<file path="src/rtl/lane_queue_tracker.sv">
// lane_queue_tracker: per-lane car queue counts fed by arrival edges, drained on green; `LANE_QUEUE_TOTAL_EN adds a registered sum output.
module lane_queue_tracker #(
  parameter int NUM_LANES = 8,
  parameter int COUNT_W = 8,
  parameter int DEPART_INTERVAL = 4
) (
  input  logic clk,
  input  logic rst,
  input  logic [NUM_LANES-1:0] arrive,
  input  logic [NUM_LANES-1:0] laneOutput,
  output logic [NUM_LANES-1:0][COUNT_W-1:0] lane,
  output logic [NUM_LANES-1:0] empty,
`ifdef LANE_QUEUE_TOTAL_EN
  output logic [COUNT_W+$clog2(NUM_LANES)-1:0] total,
`endif
  output logic [NUM_LANES-1:0] overflow
);
  localparam int TW = DEPART_INTERVAL > 1 ? $clog2(DEPART_INTERVAL) : 1;
  logic [NUM_LANES-1:0][COUNT_W-1:0] lane_q, lane_d;
  logic [NUM_LANES-1:0][TW-1:0] tmr_q, tmr_d;
  logic [NUM_LANES-1:0] arrive_q, ovf_q, ovf_d, arr, dep, run, sat;
  always_comb begin
    for (int i = 0; i < NUM_LANES; i++) begin
      arr[i] = arrive[i] & ~arrive_q[i];
      run[i] = laneOutput[i] && lane_q[i] != '0;
      dep[i] = run[i] && tmr_q[i] == TW'(DEPART_INTERVAL - 1);
      tmr_d[i] = (!run[i] || dep[i]) ? '0 : tmr_q[i] + 1'b1;
      sat[i] = lane_q[i] == '1;
      lane_d[i] = (arr[i] && !dep[i]) ? (sat[i] ? lane_q[i] : lane_q[i] + 1'b1) :
                  (!arr[i] && dep[i]) ? lane_q[i] - 1'b1 : lane_q[i];
      ovf_d[i] = ovf_q[i] | (arr[i] & ~dep[i] & sat[i]);
      empty[i] = lane_q[i] == '0;
    end
  end
  // Sensor history tracks the level even through reset, so a sensor held high across reset release is not an edge.
  always_ff @(posedge clk) begin
    arrive_q <= arrive;
    if (rst) begin
      lane_q <= '0;
      tmr_q <= '0;
      ovf_q <= '0;
    end else begin
      lane_q <= lane_d;
      tmr_q <= tmr_d;
      ovf_q <= ovf_d;
    end
  end
  assign lane = lane_q;
  assign overflow = ovf_q;
`ifdef LANE_QUEUE_TOTAL_EN
  localparam int TOT_W = COUNT_W + $clog2(NUM_LANES);
  localparam int LV = NUM_LANES > 1 ? $clog2(NUM_LANES) : 1;
  localparam int P = 1 << LV;
  logic [TOT_W-1:0] node [P];
  logic [TOT_W-1:0] total_q, total_d;
  // Pairwise in-place reduction over a power-of-two padded leaf set.
  always_comb begin
    for (int j = 0; j < P; j++) node[j] = j < NUM_LANES ? TOT_W'(lane_d[j]) : '0;
    for (int w = P / 2; w >= 1; w = w / 2)
      for (int j = 0; j < w; j++) node[j] = node[2*j] + node[2*j+1];
    total_d = node[0];
  end
  always_ff @(posedge clk) total_q <= rst ? '0 : total_d;
  assign total = total_q;
`endif
endmodule
</file>
<file path="config.mk">
export PLATFORM = sky130hd
export DESIGN_NAME = lane_queue_tracker
export DESIGN_NICKNAME = d
export VERILOG_FILES = /design/src/rtl/lane_queue_tracker.sv
export SDC_FILE = /design/constraint.sdc
export NUM_CORES = 1
export LEC_CHECK = 0
export ABC_CLOCK_PERIOD_IN_PS = 7900
export BUFFER_PORTS_ARGS = -buffer_cell sky130_fd_sc_hd__buf_2
export CAP_MARGIN = 25
export CORE_ASPECT_RATIO = 0.9
export CORE_MARGIN = 5
export CORE_UTILIZATION = 40
export DETAILED_ROUTE_END_ITERATION = 7
export HOLD_SLACK_MARGIN = 0.03
export SLEW_MARGIN = 20
export SYNTH_ARGS = -nofsm -noshare
export SYNTH_HDL_FRONTEND = slang
export SYNTH_SLANG_ARGS = --single-unit
</file>
<file path="constraint.sdc">
create_clock -name clk -period 7.9 [get_ports clk]
set_input_delay 0.395 -clock clk [delete_from_list [all_inputs] [get_ports clk]]
set_output_delay 0.395 -clock clk [all_outputs]
set_load 0.05 [all_outputs]
</file>
==> flow_metrics.env <==
export IMPL_h_tree_depth=3
export IMPL_powerDensity_nw_per_um2=223
export IMPL_total_leakage_power_nw=3.20
export IMPL_cts_buffers=9
export IMPL_place_congestion=0.877
export IMPL_viasPerCell=5.35
export IMPL_clockBufferDepth=2
export IMPL_synth_cell_area_um2=6350
export IMPL_crit_path_end_kind="flop"
export IMPL_clock_skew_final_ns=0.00744
export IMPL_synthDistinctLibCells=38
export IMPL_postCtsSetupRepairBufs=0
export IMPL_synth_compound_area_share=0.166
export IMPL_fp_coreArea_um2=15500
export IMPL_ys_seq_elements=96
export IMPL_grt_total_usage=0.159
export IMPL_critPathMaxStageDelay_ns=0.44
export IMPL_clock_fmax_mhz=339
export IMPL_synthMuxAreaShare=0.116
export IMPL_fin_crit_ns=2.95
export IMPL_grt_max_degree=53
export IMPL_nFillCells=1504
export IMPL_drtIter0Drc=178
export IMPL_holdWs_ns=0.155
export IMPL_clkPwrFrac=0.255
export IMPL_regArea_um2=1920
export IMPL_holdBufCountCts=0
export IMPL_num_vias=5377
export IMPL_area_delta_synth_final_pct=15.6
export IMPL_num_rows=43
export IMPL_internal_power_mw=0.977
export IMPL_p_comb_frac=0.387
export IMPL_cp_arrival_ns=3.18
export IMPL_post_drt_wl_per_cell_um=14.1
export IMPL_p_sw_frac=0.402
export IMPL_synthSimpleGateAreaFrac=0.215
export IMPL_avgSynthCellArea_um2=9.08
export IMPL_io_pins=98
export IMPL_routed_wl_met2_um=6720
export IMPL_grt_overflow=0
export IMPL_worst_pin_slew_ns=0.863
export IMPL_crit_slowest_cell="nor4_1"
export IMPL_synthCells=699
export IMPL_worstHoldPathType="in2reg"
export IMPL_cts_sinks=96
export IMPL_seqPwrFrac=0.358
export IMPL_diodes=0
export IMPL_die_h_um=130
export IMPL_postLayoutCellArea_um2=7340
export IMPL_cts_root_buf="clkbuf_16"
export IMPL_hold_viol_final=0
export IMPL_route_met3_wl_um=616
export IMPL_worst_path_max_fanout=7
export IMPL_drc=0
export IMPL_cts_tree="built"
export IMPL_setup_violations=0
export IMPL_required_ns=8.14
export IMPL_cp_start_kind="flop"
export IMPL_ir_worst_vdd_mv=0.104
export IMPL_synth_xor_area_frac=0.0442
export IMPL_antenna_left=0
export IMPL_synth_adder_area_share=0.140
export IMPL_final_util=0.473
export IMPL_syn_nets=783
export IMPL_cts_resized=0
export IMPL_start_util=0.410
export IMPL_critPathKind="reg2reg"
export IMPL_antenna_found_initial=1
export IMPL_ys_seq_area_frac=0.303
export IMPL_dpl_hpwl_um=10700
export IMPL_rsz0062_at_grt="no"
export IMPL_routed_top_layer="met5"
export IMPL_slew_headroom=0.425
export IMPL_maxCapViolations=0
export IMPL_clk_insertion_delay_late_ns=0.35
export IMPL_grt_pass1_vias=5265
export IMPL_ys_warn_count=0
export IMPL_synth_top_family_by_area="simple AND/OR/NAND/NOR gates"
export IMPL_setup_tns_ns=0
export IMPL_die_x_um=143
export IMPL_dr_pass1_iters=4
export IMPL_grt_pass1_wl_um=24500
export IMPL_crit_path_cell_trace="nor4_1, a21o_2, nand2_1, ha_1, a211oi_1, o211ai_1, o21ai_0, mux2i_1, mux2_1"
export IMPL_drive_above_1_share=0.197
export IMPL_routed_wl_um=14200
export IMPL_nNetsFinal=882
export IMPL_clk_pin_slew_ns=0.07
export IMPL_multiInputGateArea_um2=4320
export IMPL_dpl_instance_area_um2=7060
export IMPL_wl_met1_um=6680
export IMPL_p_sw_mw=0.656
export IMPL_io_buffers=97
export IMPL_status="finished, final reports clean"
export IMPL_report_final_slew_viol_count=0
export IMPL_fin_crit_sh=0.373
export IMPL_die_area_um2=18500
## kinds of logic after synthesis
kind of cell               count (synthesis)
and+or+nand+nor                          250
AOI/OAI and AO/OA                        166
DFF                                       96
adders and majority gates                 66
muxes                                     62
xor gates and xnor gates                  32
buffers and inverters                     27
## critical path, delay by kind of cell, from the launching register on
family                     cells  cell delay [ns]
muxes                          2             0.57
AOI/OAI and AO/OA              4             0.88
and+or+nand+nor                2             0.66
DFF                            1             0.36
adders and majority gates      1             0.37
## per-stage QoR
stage / cells / setup WS (ns) / power (mW)
after detailed placement: 989 / 4.96 / 1.23
after global placement: 989 / 5.00 / 1.22
after CTS: 1005 / 4.94 / 1.66
after global routing: 1005 / 4.70 / 1.75
after floorplan: 699 / 5.10 / 1.10
final: 1005 / 4.95 / 1.63
## worst paths after layout
path	from	endpoint	slack [ns]	cells past startpoint
hold reg to reg	tmr_q[10]	tmr_q[10]	0.43	1
setup reg to reg	lane[4]	lane[7]	4.95	9
hold / removal	arrive[3]	arrive_q[3]	0.16	1
setup / recovery	lane[4]	lane[7]	4.95	9
## cell usage in the layout (no fill, tap or decap), drive strengths merged, types with 23 or more instances in the layout
cell	Yosys	routed
a21oi	32	32
xnor2	24	24
buf	3	98
nor2	107	107
nor4	24	24
o21ai	48	48
nor2b	24	24
a211oi	30	30
ha	58	58
a21o	23	23
dfxtp	96	96
nand2	38	38
mux2i	48	48
## layer usage
metal	vias up	GRT usage
met5	-	0
met4	2	0.0525
met3	12	0.0399
met2	82	0.263
met1	2510	0.205
li1	2771	-
## synth_stat cells
master,n,area [µm²]
nor2_1,102,383
dfxtp_1,96,1920
ha_1,58,726
mux2i_1,40,400
nand2_1,38,143
o21ai_0,38,190
a21oi_1,32,160
a211oi_1,30,225
xnor2_1,24,210
nor2b_1,20,125
o211ai_1,18,135
inv_1,17,63.8
nand4_1,16,100
a21o_1,15,113
nor4_1,13,81.3
nor3b_1,12,90.1
nor4_2,11,138
o21ai_1,9,45.0
a21o_2,8,70.1
and2b_1,8,60.1
fa_1,8,160
mux2_1,8,90.1
mux2i_4,8,180
nor4b_1,8,70.1
or3b_1,8,70.1
xor2_1,8,70.1
a31oi_1,7,43.8
clkbuf_1,7,26.3
o21a_1,7,52.6
mux2_2,6,67.6
nor2_2,5,31.3
nor2b_2,4,35.0
buf_1,3,11.3
nand2b_1,2,12.5
or4b_1,2,20.0
and2b_2,1,8.76
o21ai_2,1,8.76
o31a_1,1,8.76
## power groups by stage
stage          registers, mW  clock network [mW]  logic, mW
2_1_floorplan          0.697                   0      0.400
3_3_place_gp           0.593                   0      0.623
3_5_place_dp           0.596                   0      0.632
4_1_cts                0.585               0.438      0.635
5_1_grt                0.594               0.462      0.696
6_report               0.585               0.416      0.632
## area by class of cell
cell class	instances	share of cell area
multi-input combinational	576	0.589
sequential	96	0.262
timing repair buffer	98	0.0672
tap	202	0.0345
clock buffer	9	0.0307
inverter	17	0.00870
clock inverter	7	0.00750
## flip-flops by register name, indices dropped and copies added, names as in the netlist
| signal | flops |
|---|---|
| lane | 64 |
| arrive_q | 8 |
| tmr_q | 16 |
| overflow | 8 |
No activity file was read; power rests on OpenSTA's default activity.
